[src/rtl/seg_time_disp.sv]
// rtl/seg_time_disp.sv - 6-digit " MM.SS.D" 7-segment scan driver with frame snapshot and blink.
// Optional build macro SEG_LZB_EN: blank the minutes tens digit when minutes < 10.
module seg_time_disp #(
  parameter int unsigned SCAN_CNT_MAX  = 49_999,
  parameter int unsigned BLINK_CNT_MAX = 12_499_999
) (
  input  logic       sclk,
  input  logic       nrst,
  input  logic [7:0] min,
  input  logic [7:0] sec,
  input  logic [7:0] deci_sec,
  input  logic       blink_en,
  output logic [7:0] seg,
  output logic [5:0] sel
);

  localparam int SCAN_W  = (SCAN_CNT_MAX  > 0) ? $clog2(SCAN_CNT_MAX + 1)  : 1;
  localparam int BLINK_W = (BLINK_CNT_MAX > 0) ? $clog2(BLINK_CNT_MAX + 1) : 1;
  localparam logic [SCAN_W-1:0]  SCAN_LAST  = SCAN_W'(SCAN_CNT_MAX);
  localparam logic [BLINK_W-1:0] BLINK_LAST = BLINK_W'(BLINK_CNT_MAX);

  logic [SCAN_W-1:0]  scan_cnt;
  logic [2:0]         idx;
  logic [7:0]         min_q;
  logic [7:0]         sec_q;
  logic [7:0]         ds_q;
  logic               first;
  logic [BLINK_W-1:0] blink_cnt;
  logic               blink_phase;

  logic               scan_wrap;
  logic               snap_load;
  logic [BLINK_W-1:0] blink_cnt_nxt;
  logic               blink_phase_nxt;
  logic [7:0]         seg_nxt;
  logic [5:0]         sel_nxt;

  logic       min_bad;
  logic       sec_bad;
  logic       ds_bad;
  logic [3:0] min_t;
  logic [3:0] min_o;
  logic [3:0] sec_t;
  logic [3:0] sec_o;
  logic [3:0] ds_o;

  function automatic logic [7:0] digit_seg(input logic [3:0] d, input logic bad, input logic dp);
    logic [7:0] c;
    if (bad) begin
      c = 8'hBF;
    end else begin
      case (d)
        4'd0:    c = 8'hC0;
        4'd1:    c = 8'hF9;
        4'd2:    c = 8'hA4;
        4'd3:    c = 8'hB0;
        4'd4:    c = 8'h99;
        4'd5:    c = 8'h92;
        4'd6:    c = 8'h82;
        4'd7:    c = 8'hF8;
        4'd8:    c = 8'h80;
        4'd9:    c = 8'h90;
        default: c = 8'hFF;
      endcase
    end
    if (dp) c[7] = 1'b0;
    return c;
  endfunction

  assign scan_wrap = (scan_cnt == SCAN_LAST);
  // A new frame's values are captured exactly as the index returns to the blank digit.
  assign snap_load = first || (scan_wrap && (idx == 3'd5));

  always_ff @(posedge sclk or negedge nrst) begin
    if (!nrst) begin
      scan_cnt <= '0;
      idx      <= 3'd0;
    end else if (scan_wrap) begin
      scan_cnt <= '0;
      idx      <= (idx == 3'd5) ? 3'd0 : idx + 3'd1;
    end else begin
      scan_cnt <= scan_cnt + SCAN_W'(1);
    end
  end

  always_ff @(posedge sclk or negedge nrst) begin
    if (!nrst) begin
      first <= 1'b1;
      min_q <= 8'd0;
      sec_q <= 8'd0;
      ds_q  <= 8'd0;
    end else begin
      first <= 1'b0;
      if (snap_load) begin
        min_q <= min;
        sec_q <= sec;
        ds_q  <= deci_sec;
      end
    end
  end

  always_comb begin
    blink_cnt_nxt   = blink_cnt;
    blink_phase_nxt = blink_phase;
    if (!blink_en) begin
      blink_cnt_nxt   = '0;
      blink_phase_nxt = 1'b1;
    end else if (blink_cnt == BLINK_LAST) begin
      blink_cnt_nxt   = '0;
      blink_phase_nxt = ~blink_phase;
    end else begin
      blink_cnt_nxt   = blink_cnt + BLINK_W'(1);
    end
  end

  always_ff @(posedge sclk or negedge nrst) begin
    if (!nrst) begin
      blink_cnt   <= '0;
      blink_phase <= 1'b1;
    end else begin
      blink_cnt   <= blink_cnt_nxt;
      blink_phase <= blink_phase_nxt;
    end
  end

  always_comb begin
    min_bad = (min_q > 8'd99);
    sec_bad = (sec_q > 8'd99);
    ds_bad  = (ds_q > 8'd9);
    min_t   = 4'(min_q / 8'd10);
    min_o   = 4'(min_q % 8'd10);
    sec_t   = 4'(sec_q / 8'd10);
    sec_o   = 4'(sec_q % 8'd10);
    ds_o    = 4'(ds_q % 8'd10);
    seg_nxt = 8'hFF;
    case (idx)
      3'd1: begin
`ifdef SEG_LZB_EN
        if (min_q < 8'd10) seg_nxt = 8'hFF;
        else               seg_nxt = digit_seg(min_t, min_bad, 1'b0);
`else
        seg_nxt = digit_seg(min_t, min_bad, 1'b0);
`endif
      end
      3'd2:    seg_nxt = digit_seg(min_o, min_bad, 1'b1);
      3'd3:    seg_nxt = digit_seg(sec_t, sec_bad, 1'b0);
      3'd4:    seg_nxt = digit_seg(sec_o, sec_bad, 1'b1);
      3'd5:    seg_nxt = digit_seg(ds_o, ds_bad, 1'b0);
      default: seg_nxt = 8'hFF;
    endcase
    sel_nxt = ~(6'b000001 << idx);
  end

  // Gating on the next phase keeps the dark window aligned with the phase register itself.
  always_ff @(posedge sclk or negedge nrst) begin
    if (!nrst) begin
      seg <= 8'hFF;
      sel <= 6'b111111;
    end else if (!blink_phase_nxt) begin
      seg <= 8'hFF;
      sel <= 6'b111111;
    end else begin
      seg <= seg_nxt;
      sel <= sel_nxt;
    end
  end

endmodule

[config.mk]
export PLATFORM = sky130hd
export DESIGN_NAME = seg_time_disp
export DESIGN_NICKNAME = d
export VERILOG_FILES = /design/src/rtl/seg_time_disp.sv
export SDC_FILE = /design/constraint.sdc
export NUM_CORES = 1
export LEC_CHECK = 0
export BUFFER_PORTS_ARGS = -buffer_cell sky130_fd_sc_hd__buf_2
export CAP_MARGIN = 15
export CORE_AREA = 2 2 122 124
export DETAILED_ROUTE_END_ITERATION = 6
export DIE_AREA = 0 0 124 126
export PLACE_DENSITY = 0.71
export SLEW_MARGIN = 5
export SYNTH_ARGS = -nofsm -noshare
export SYNTH_HDL_FRONTEND = slang
export SYNTH_SLANG_ARGS = --single-unit
[constraint.sdc]
create_clock -name sclk -period 8.1 [get_ports sclk]
set_input_delay 1.62 -clock sclk [delete_from_list [all_inputs] [get_ports sclk]]
set_output_delay 1.62 -clock sclk [all_outputs]
set_load 0.05 [all_outputs]
# After elaboration in Yosys (flattened, before gate mapping)
# Memory sizes are Yosys's and may differ from the RTL's.
# Index checks and enable logic that the tools add are counted.
[word_totals]
register_bits = 83
elab_cells = 52
mem_bits_ro = 560
out_inout_bits = 14
n_memories = 5
input_bits = 27
[op_classes]
bitwise = 2
shift = 1
eq_ne = 7
n_mux = 14
reduce_logical = 2
div_mod_pow = 5
addsub = 3
n_lt_le_gt_ge = 3
[mem_list]
columns = ["memory", "depth", "width", "rd", "rd_clocked_by_memory_dff", "wr", "line", "rtl"]
rows = [
  ["(no name shown)", 16, 7, 1, 0, 0, "52", "case (d)"],
  ["(no name shown)", 16, 7, 1, 0, 0, "52", ""],
  ["(no name shown)", 16, 7, 1, 0, 0, "52", ""],
  ["(no name shown)", 16, 7, 1, 0, 0, "52", ""],
  ["(no name shown)", 16, 7, 1, 0, 0, "52", ""],
]
[ops]
columns = ["op", "n"]
rows = [
  ["two-way mux 24 bit", 2],
  ["case mux 8 bit (5 select lines)", 1],
  ["two-way mux 8 bit", 4],
  ["adder 24 x 1 -> 24 bit, second input constant", 1],
  ["equality test 24 bit, second input constant", 1],
  ["remainder unit 8 x 4 -> 8 bit, second input constant", 3],
  ["adder 16 x 1 -> 16 bit, second input constant", 1],
  ["divider 8 x 4 -> 8 bit, second input constant", 2],
  ["equality test 16 bit, second input constant", 1],
  ["greater-than comparator 8 x 7 -> 1 bit, second input constant", 2],
  ["two-way mux 16 bit", 1],
  ["two-way mux 7 bit", 2],
  ["greater-than comparator 8 x 4 -> 1 bit, second input constant", 1],
  ["equality test 3 x 2 -> 1 bit, second input constant", 2],
  ["equality test 3 bit, second input constant", 2],
  ["two-way mux 6 bit", 1],
  ["NOT 6 bit", 1],
  ["left shift 1 x 3 -> 6 bit, first input constant", 1],
  ["adder 3 x 1 -> 3 bit, second input constant", 1],
  ["equality test 3 x 1 -> 1 bit, second input constant", 1],
  ["two-way mux 3 bit", 1],
  ["two-way mux 1 bit", 2],
  ["logical AND 1 bit", 1],
  ["logical OR 1 bit", 1],
  ["NOT 1 bit", 1],
]

# Longest topological paths before layout
# Gate-level depths: netlist of run 1.
# An unclocked memory read counts as a cell.
[logic_depth]
word_depth = 5
depth_mapped = 16
mapped_depth_nobuf = 14

# Least setup slack after synthesis of run 1
# Ideal clock, no wire load.
[synth_path]
path_kind = "flip-flop to flip-flop"
startpoint = "register min_q[4]"
endpoint = "register seg[4]"
arrival_ps = 3109
n_path_buf = 1
synth_period_minus_slack_ps = 3190
stages_incl_launch_ff = 15
setup_time_ps = 81
slack_ps = 4910
cell_sequence = "dfrtp_1 -> buf_2 -> nand2b_1 -> nor3_1 -> a311oi_2 -> nand2_1 -> inv_2 -> maj3_1 -> a21oi_1 -> xnor2_1 -> inv_1 -> ha_1 -> mux2_2 -> a31o_2 -> o211ai_1"
[synth_via]
elab_chain_cells = 5
word_cells_on_any_way = 9
[synth_lines]
columns = ["element", "line", "rtl"]
rows = [
  ["from (decl)", "24", "logic [7:0] min_q;"],
  ["from (signal assigned)", "95", "min_q <= min;"],
  ["remainder unit 8 x 4 -> 8 bit / divider 8 x 4 -> 8 bit (equally long branches)", "131, 130", ""],
  ["memory read (16 x 7 bit)", "--", ""],
  ["two-way mux 7 bit / two-way mux 8 bit (equally long branches)", "49", "if (bad) begin"],
  ["case mux 8 bit (5 select lines) *", "136", "case (idx)"],
  ["two-way mux 8 bit *", "159", "end else if (!blink_phase_nxt) begin"],
  ["to (signal assigned)", "163", "seg <= seg_nxt;"],
  ["to (decl)", "13", "output logic [7:0] seg,"],
]
# Every way passes the cells marked *; elsewhere a longest branch is shown, timed or not.
# A chain may end at the register's enable or synchronous reset.

# Worst setup path in the final report of run 1
[layout_path]
startpoint = "register min_q[2]"
endpoint = "register seg[3]"
# The elaborated chain is that of the path after synthesis.

==> reports/summary.txt, run 1 <==
YS warnings -> 0
Via Count -> 5313
Nets -> 790
Final period util -> 0.484
CP dominant cell by count -> nand2_1
Worst Path Max Fanout -> 21
Max Slew Vio Count -> 0
Port-buffer cells -> 40
CP max stage cell -> dfrtp_1
Endpoints failing hold -> 0
Hold-fix buffers at CTS -> 0
Post-Syn Area -> 6360 sq um
Rel. slew slack -> 0.399
Standby leakage power -> 2.80 nW
GP Congestion -> 0.886
Synth Area in Compound Gates -> 0.194
Core Rows -> 44
Synth top area cells -> dfrtp_1, dfstp_2, ha_1
Root Buffer -> clkbuf_16
Post-Synth XOR/XNOR Area -> 0.0730
Worst skew pair latency -> 0.35 ns
Finish-stage setup viols -> 0
Crit path from -> min_q[2]$_DFFE_PN0P_
Post-synth top flop -> dfrtp_1
Power Dens Cells -> 190 nW/um^2
Die width -> 124 um
WL/cell -> 15.4 um
N_diodes -> 0
Max-cap viol count -> 0
Post-Synth Adder-Cell Area -> 0.0559
Setup Fix Bufs, Post-CTS -> 0
Cts bufs inserted -> 9
Max Clk Rate -> 255 MHz
Pre-CTS setup slack -> 4.23 ns
Starting Density -> 0.444
Fin cells -> 926
Min-delay src -> scan_cnt[0]$_DFF_PN0_
RSZ-0062 raised after global routing -> false
CP Capture Type -> flip-flop
Area occupied by multi-input gates -> 3950 sq um
Drt first pass iters -> 5
Antenna violations before repair -> 0
Run status -> completed
Mux contribution to synthesized area -> 0.0537
Register area share after synthesis -> 0.330
CP Data Required Time -> 8.36 ns
Setup Skew -> 0.00599 ns
Clock sinks -> 83
Reg area -> 2100 sq um
Clock-pin slew on the worst setup and hold paths -> 0.07 ns
Area delta synth->final -> 9.60%
Max VDD drop -> 0.143 mV
Critical path arrival -> 4.19 ns
Top-area cell type share of the netlist area -> 0.264
Dpl hpwl -> 9790 um
Worst path max stage delay -> 0.73 ns
CTS tree -> done
Die height -> 126 um
Buffers & Inverters on Critical Path -> 2
Final ANT Viol Nets -> 0
Vias per cell -> 5.74
First-pass GRT wire length -> 23700 um
R2r setup slk -> 4.18 ns
Post-synth EDFFs -> 0
Number of global-route vias before repair -> 4933
Largest net degree at the start of global routing -> 84
Worst Tran Pin Value -> 0.901 ns
HP Class -> flip-flop to flip-flop
Synth async-reset ratio -> 1.00
Yosys top cell by area -> dfrtp_1
Setup ws final -> 4.18 ns
Yosys cell types -> 83
Reg-to-Reg Start -> min_q[2]$_DFFE_PN0P_
Delay-heaviest family, CP -> compound AO/OA/AOI/OAI gates
Sum Neg Setup Slack -> 0 ns
Mapped Cells -> 728
Clock buffer depth -> 2
Global route overflow -> 0
Fill count -> 1340
Synth Register Bits -> 83
Core Region -> 14300 sq um
Die area -> 15600 sq um
Largest family of logic cells by synthesized area -> simple AND/OR/NAND/NOR gates
CP Launch Type -> flip-flop
GRT Util Overall -> 0.189
Number of primary I/O pins -> 41
H-tree depth -> 3
Synthesized Nets -> 781
DRC Markers -> 0
Share of cells above drive strength 1 -> 0.177
Fin crit period -> 3.92 ns
DP Cell Count -> 909
Crit path cell chain -> nand2_1, o32ai_1, a21oi_1, nand2_1, inv_2, maj3_1, a21oi_1, inv_1, ha_1, nand2_1, o21ai_0, o21ai_0, a222oi_1, nand4_1
Post-Synth Simple-Gate Area -> 0.243
Post-CTS sizing -> 0
Critical path type -> flip-flop to flip-flop
Initial DRC count -> 478
Total wire length -> 14300 um
Mapped Avg Cell Area -> 8.74 sq um
## cell usage in the layout (no fill, tap or decap), types with 7 or more instances in the layout
master     synthesis  layout
a21oi_1           35      34
and3_1             9       9
buf_2             19      39
clkbuf_16          0       9
dfrtp_1           67      67
dfstp_2           16      16
ha_1              26      26
inv_1             29      29
mux2_2            25      25
nand2_1           54      54
nand2b_1          16      16
nand3_1           21      21
nand3b_1           7       7
nand4_1            9       9
nor2_1            76      76
nor2b_1           13      13
nor3_1             9       9
nor3b_1           11      11
o211ai_1           9       9
o21ai_0           35      35
or2_2              7       7
xnor2_1           27      27
xor2_1            26      26
## power by group
group          leakage (nW)  switching (mW)  total (mW)  internal (mW)
Combinational          1.61           0.220       0.383          0.163
Sequential             1.03          0.0548       0.482          0.428
Clock                 0.156           0.186       0.458          0.272
## registers in the layout (all words and copies together) (netlist names)
register / cells
blink_cnt: 24
ds_q: 8
sel: 6
sec_q: 8
min_q: 8
blink_phase: 1
scan_cnt: 16
seg: 8
first: 1
idx: 3
## path summary, 6_finish.rpt
path	depth (start not counted)	endpoint
worst max-delay path	14	seg[3]$_DFF_PN1_
worst min-delay path	1	scan_cnt[0]$_DFF_PN0_
worst max register to register	14	seg[3]$_DFF_PN1_
worst min register to register	1	scan_cnt[0]$_DFF_PN0_
max in group asynchronous	2	seg[5]$_DFF_PN1_
min in group asynchronous	1	blink_cnt[18]$_DFF_PN0_
## cells in the mapped netlist, types with 13 or more instances
| library cell | n |
|---|---|
| nor2_1 | 76 |
| dfrtp_1 | 67 |
| nand2_1 | 54 |
| a21oi_1 | 35 |
| o21ai_0 | 35 |
| inv_1 | 29 |
| clkbuf_1 | 27 |
| xnor2_1 | 27 |
| ha_1 | 26 |
| xor2_1 | 26 |
| mux2_2 | 25 |
| nand3_1 | 21 |
| buf_2 | 19 |
| dfstp_2 | 16 |
| nand2b_1 | 16 |
| nor2b_1 | 13 |
## cell type report
type	instances	share of cell area
Tap cell	184	0.0330
Inverter	30	0.0161
Sequential cell	83	0.301
Multi-Input combinational cell	568	0.566
Timing Repair Buffer	45	0.0373
Clock buffer	9	0.0323
Clock inverter	7	0.0142
## layer usage
metal | global-route usage | routed length [um] | up-vias
li1 | - | - | 2646
met5 | 0 | 0 | -
met1 | 0.263 | 6820 | 2524
met2 | 0.280 | 6510 | 110
met4 | 0.0793 | 443 | 0
met3 | 0.0439 | 497 | 33
## through the flow
step	area (sq um)	hold slack [ns]	util	total power [mW]
after floorplan	6360	0.425	-	0.786
after global placement	6620	0.445	0.463	0.863
after detailed placement	6620	0.449	0.463	0.863
after CTS	6950	0.457	0.485	1.33
after global routing	6970	0.502	0.487	1.40
final	6970	0.452	0.487	1.32
## kinds of logic (layout without fill, tap and decap cells)
kind of cell / after synthesis / after routing
AND/OR/NAND/NOR: 282 / 282
AO/OA/AOI/OAI: 172 / 172
flip-flops: 83 / 83
buffers and inverters: 77 / 91
XOR/XNOR: 53 / 53
multiplexers: 31 / 31
adder cells (fa/ha/maj): 29 / 29
other: 1 / 1
(Power assumes the default switching activity.)
==> inputs of run 2 (changes only) <==
clock period = 4.1 ns   (was 8.1 ns; I/O delays follow)
==> run 2 against run 1 <==
Hold slack gained 0.00051 ns; non-clock buffer count grew 9; clock skew grew 0.0020 ns; sequential share of layout area shrank 0.11 points; clock power grew 82%; cell area grew 0.43%; combinational power grew 110%; register-to-register slack lost 3.8 ns; largest cell class unchanged.
==> reports/summary.txt, run 2 (synthesized netlist as in run 1, its figures left out) <==
Run status -> completed
R2r setup slk -> 0.37 ns
Nets -> 799
Initial DRC count -> 308
Dpl hpwl -> 10000 um
RSZ-0062 raised after global routing -> false
Worst Hold Path Cells -> 1
Hold_ws -> 0.453 ns
Critical path arrival -> 3.99 ns
Max Slew Vio Count -> 0
Core Rows -> 44
Final period util -> 0.910
Vias per cell -> 5.68
CP Launch Type -> flip-flop
Core Region -> 14300 sq um
Share of cells above drive strength 1 -> 0.189
Die height -> 126 um
Power Total -> 2.56 mW
Setup Skew -> 0.00800 ns
GRT Util Overall -> 0.190
Worst skew pair latency -> 0.35 ns
Die area -> 15600 sq um
Antenna violations before repair -> 0
Global route overflow -> 0
CP max stage cell -> dfrtp_1
Setup Fix Bufs, Post-CTS -> 0
Most common cell after layout, fill and taps aside -> nor2_1
Largest registers -> blink_cnt (24), scan_cnt (16)
WHS Endpoint -> scan_cnt[0]$_DFF_PN0_
Max VDD drop -> 0.247 mV
Worst Path Max Fanout -> 15
Standby leakage power -> 2.82 nW
Fin cells -> 935
Biggest register -> blink_cnt
Sum Neg Setup Slack -> 0 ns
Fin crit period -> 3.73 ns
Clock buffer depth -> 2
Number of primary I/O pins -> 41
Via Count -> 5308
Port-buffer cells -> 40
DRC Markers -> 0
Final Util -> 0.489
Cells on worst reg2reg path -> 14
Rel. slew slack -> 0.271
Buffers & Inverters on Critical Path -> 2
Endpoints failing hold -> 0
Hold-fix buffers at CTS -> 0
Area delta synth->final -> 10.1%
Clock sinks -> 83
Most frequent cells in the layout -> nor2_1, dfrtp_1, nand2_1
Max Clk Rate -> 268 MHz
Clock-pin slew on the worst setup and hold paths -> 0.06 ns
Root Buffer -> clkbuf_16
WL/cell -> 15.2 um
Drt first pass iters -> 5
Delay-heaviest family, CP -> compound AO/OA/AOI/OAI gates
Crit path from -> ds_q[3]$_DFFE_PN0P_
HP Class -> flip-flop to flip-flop
Crit path cell chain -> buf_4, or3b_2, a211o_1, o311ai_1, nor3_1, nor2_1, nor2_1, o22ai_1, ha_1, inv_1, o311ai_0, o41ai_1, a311oi_1, o211ai_1
GP Congestion -> 0.962
R2R Path End -> seg[4]$_DFF_PN1_
Final ANT Viol Nets -> 0
Min-delay src -> scan_cnt[0]$_DFF_PN0_
CP Data Required Time -> 4.35 ns
DP Cell Count -> 919
CTS tree -> done
Power Dens Cells -> 366 nW/um^2
Worst Tran Pin Value -> 1.09 ns
Max-cap viol count -> 0
Critical path type -> flip-flop to flip-flop
N_diodes -> 0
H-tree depth -> 3
CP dominant cell by count -> nor2_1
Largest register FFs -> 24
Die width -> 124 um
Largest net degree at the start of global routing -> 72
Finish-stage setup viols -> 0
First-pass GRT wire length -> 23900 um
Reg-to-Reg Start -> ds_q[3]$_DFFE_PN0P_
Starting Density -> 0.444
Number of global-route vias before repair -> 4915
Cts bufs inserted -> 9
Worst path max stage delay -> 0.55 ns
CP Capture Type -> flip-flop
Total wire length -> 14200 um
## run 2: where the power goes
| group | leakage (nW) | internal (mW) | switching, mW | total [mW] |
|---|---|---|---|---|
| sequential | 1.03 | 0.846 | 0.0910 | 0.937 |
| combinational | 1.64 | 0.337 | 0.456 | 0.793 |
| clock | 0.148 | 0.477 | 0.355 | 0.832 |
| total | 2.82 | 1.66 | 0.903 | 2.56 |
## run 2: metrics by stage
step,worst slack [ns],cell area (sq um)
floorplan,0.910,6360
global placement,0.470,6700
detailed placement,0.370,6700
CTS,0.360,7000
global route,0.0916,7000
finish,0.368,7000
## run 2: repair_timing
| item | 4_1_cts | 5_1_grt |
|---|---|---|
| hold endpoints to repair | 0 | 0 |
| resized for setup | 0 | 2 |
| setup endpoints to repair | 0 | 3 |
## run 2: layout make-up
cell class / instances / area (sq um)
Clock inverter: 7 / 76.3
Clock buffer: 9 / 225
Timing Repair Buffer: 54 / 308
Sequential cell: 83 / 2100
Fill cell: 1383 / 7310
Inverter: 30 / 113
Tap cell: 184 / 230
Multi-Input combinational cell: 568 / 3950
## run 2: worst max-delay path by stage
| stage | endpoint | slack, ns | cells past startpoint |
|---|---|---|---|
| final | seg[4]$_DFF_PN1_ | 0.37 | 14 |
| after global routing | seg[3]$_DFF_PN1_ | 0.09 | 14 |
| after CTS | seg[4]$_DFF_PN1_ | 0.36 | 13 |
| after detailed placement | seg[4]$_DFF_PN1_ | 0.37 | 14 |
| after global placement | seg[4]$_DFF_PN1_ | 0.47 | 14 |
| after floorplan | seg[4]$_DFF_PN1_ | 0.91 | 14 |
## run 2: layer usage
layer  GRT usage  share of wire
met5           0              0
met3      0.0258          0.031
met2       0.292           0.46
met1       0.270           0.49
met4      0.0747          0.023
==> inputs of run 3 (changes only) <==
PLACE_DENSITY = 0.67   (was 0.71)
SKIP_LAST_GASP = 1   (was unset)
==> run 3 against run 2 <==
Global-route usage rose by 0.89 points; first-iteration DRC count grew 17%; die area unchanged; clock skew fell by 0.0027 ns; via count increased by 1.6%; worst setup slack worse by 0.11 ns; sequential share of layout area fell by 0.084 points; final cell count increased by 0.21%.
==> reports/summary.txt, run 3 (synthesized netlist as in run 1, its figures left out) <==
Dpl hpwl -> 10500 um
WL/cell -> 15.8 um
Fin crit period -> 3.85 ns
Global route overflow -> 0
Critical path arrival -> 4.10 ns
Area occupied by multi-input gates -> 3950 sq um
N_diodes -> 0
CTS tree -> done
Reg area -> 2100 sq um
H-tree depth -> 3
Min-delay src -> scan_cnt[0]$_DFF_PN0_
Max VDD drop -> 0.222 mV
CP Data Required Time -> 4.36 ns
Clock sinks -> 83
Delay-heaviest family, CP -> compound AO/OA/AOI/OAI gates
Worst path max stage delay -> 0.70 ns
Worst Tran Pin Value -> 0.906 ns
Endpoints failing hold -> 0
Antenna violations before repair -> 0
Run status -> completed
DP Cell Count -> 918
Setup crit end -> seg[4]$_DFF_PN1_
GRT Util Overall -> 0.199
Via Count -> 5394
Worst path depth -> 13
Power Dens Cells -> 367 nW/um^2
HP Class -> flip-flop to flip-flop
Rel. slew slack -> 0.391
Largest net degree at the start of global routing -> 63
Sum Neg Setup Slack -> 0 ns
Die height -> 126 um
Crit path cell chain -> or4bb_1, a211o_1, o311ai_1, nor3_1, nor2_1, nor2_1, o22ai_1, ha_1, inv_1, o311ai_0, o41ai_1, a311oi_1, o211ai_1
First-pass GRT wire length -> 25000 um
Cts bufs inserted -> 9
Max Clk Rate -> 260 MHz
Core Rows -> 44
Finish-stage setup viols -> 0
DRC Markers -> 0
R2R Path End -> seg[4]$_DFF_PN1_
Die width -> 124 um
Vias per cell -> 5.76
Max Slew Vio Count -> 0
Fin cells -> 937
GP Congestion -> 0.902
Number of global-route vias before repair -> 5096
Port-buffer cells -> 40
CP Launch Type -> flip-flop
Total wire length -> 14800 um
Most common cell after layout, fill and taps aside -> nor2_1
Nets -> 801
Final period util -> 0.938
R2r setup slk -> 0.25 ns
CP Capture Type -> flip-flop
Worst Path Max Fanout -> 19
Fill count -> 1340
Root Buffer -> clkbuf_16
Clock buffer depth -> 2
Drt first pass iters -> 6
Final ANT Viol Nets -> 0
Cells on worst reg2reg path -> 13
Critical path type -> flip-flop to flip-flop
Max-cap viol count -> 0
Core Region -> 14300 sq um
Area delta synth->final -> 10.4%
Starting Density -> 0.444
Setup Skew -> 0.00532 ns
Worst skew pair latency -> 0.35 ns
Share of cells above drive strength 1 -> 0.191
Initial DRC count -> 361
Crit path from -> ds_q[7]$_DFFE_PN0P_
Biggest register -> blink_cnt
Most frequent cells in the layout -> nor2_1, dfrtp_1, nand2_1
Die area -> 15600 sq um
Largest register FFs -> 24
CP dominant cell by count -> nor2_1
Standby leakage power -> 2.83 nW
CP max stage cell -> dfrtp_1
Reg-to-Reg Start -> ds_q[7]$_DFFE_PN0P_
Largest registers -> blink_cnt (24), scan_cnt (16)
Clock-pin slew on the worst setup and hold paths -> 0.06 ns
RSZ-0062 raised after global routing -> false
Number of primary I/O pins -> 41
Buffers & Inverters on Critical Path -> 1
Power Total -> 2.58 mW
-- run 3: worst register-to-register path: stages (launching register included) --
cell and delay [ns]:
dfrtp_1 0.70, or4bb_1 0.44, a211o_1 0.30, o311ai_1 0.12
nor3_1 0.25, nor2_1 0.28, nor2_1 0.07, o22ai_1 0.25
ha_1 0.25, inv_1 0.06, o311ai_0 0.39, o41ai_1 0.17
a311oi_1 0.30, o211ai_1 0.16
-- run 3: how the worst min path moves through the flow --
stage | slack [ns] | endpoint | cells after the start
global route | 0.49 | scan_cnt[0]$_DFF_PN0_ | 1
finish | 0.45 | scan_cnt[0]$_DFF_PN0_ | 1
floorplan | 0.43 | scan_cnt[0]$_DFF_PN0_ | 1
detailed placement | 0.46 | scan_cnt[0]$_DFF_PN0_ | 1
CTS | 0.46 | scan_cnt[0]$_DFF_PN0_ | 1
global placement | 0.44 | scan_cnt[0]$_DFF_PN0_ | 1
-- run 3: layout make-up --
| class | count | area share |
|---|---|---|
| multi-input cells | 568 | 0.562 |
| flip-flops and latches | 83 | 0.299 |
| repair buffers | 56 | 0.0477 |
| well taps | 184 | 0.0328 |
| clock buffers | 10 | 0.0326 |
| inverters | 30 | 0.0160 |
| clock inverters | 6 | 0.00962 |
-- run 3: repair_timing --
action	in CTS	in global routing
setup endpoints to repair	0	3
hold buffers	0	0
buffers inserted	0	3
gates resized for setup	0	3
-- run 3: through the flow --
| stage | instance area [sq um] | util | hold slack [ns] | worst slack [ns] |
|---|---|---|---|---|
| 6_report | 7030 | 0.491 | 0.455 | 0.253 |
| 3_5_place_dp | 6700 | 0.468 | 0.455 | 0.163 |
| 2_1_floorplan | 6360 | - | 0.425 | 0.910 |
| 4_1_cts | 7000 | 0.489 | 0.464 | 0.134 |
| 3_3_place_gp | 6700 | 0.468 | 0.437 | 0.318 |
| 5_1_grt | 7030 | 0.491 | 0.490 | 0.00957 |
-- run 3: power by group --
part,internal (mW),switching (mW)
combinational,0.345,0.466
clock,0.473,0.351
sequential,0.846,0.0965
-- run 3: routing by layer --
layer,part of all wire,routed length [um],track usage,vias to the layer above
met2,0.45,6720,0.297,106
met3,0.034,511,0.0263,23
met5,0,0,0,-
met1,0.49,7270,0.289,2592
met4,0.023,341,0.0820,0
li1,-,-,-,2673
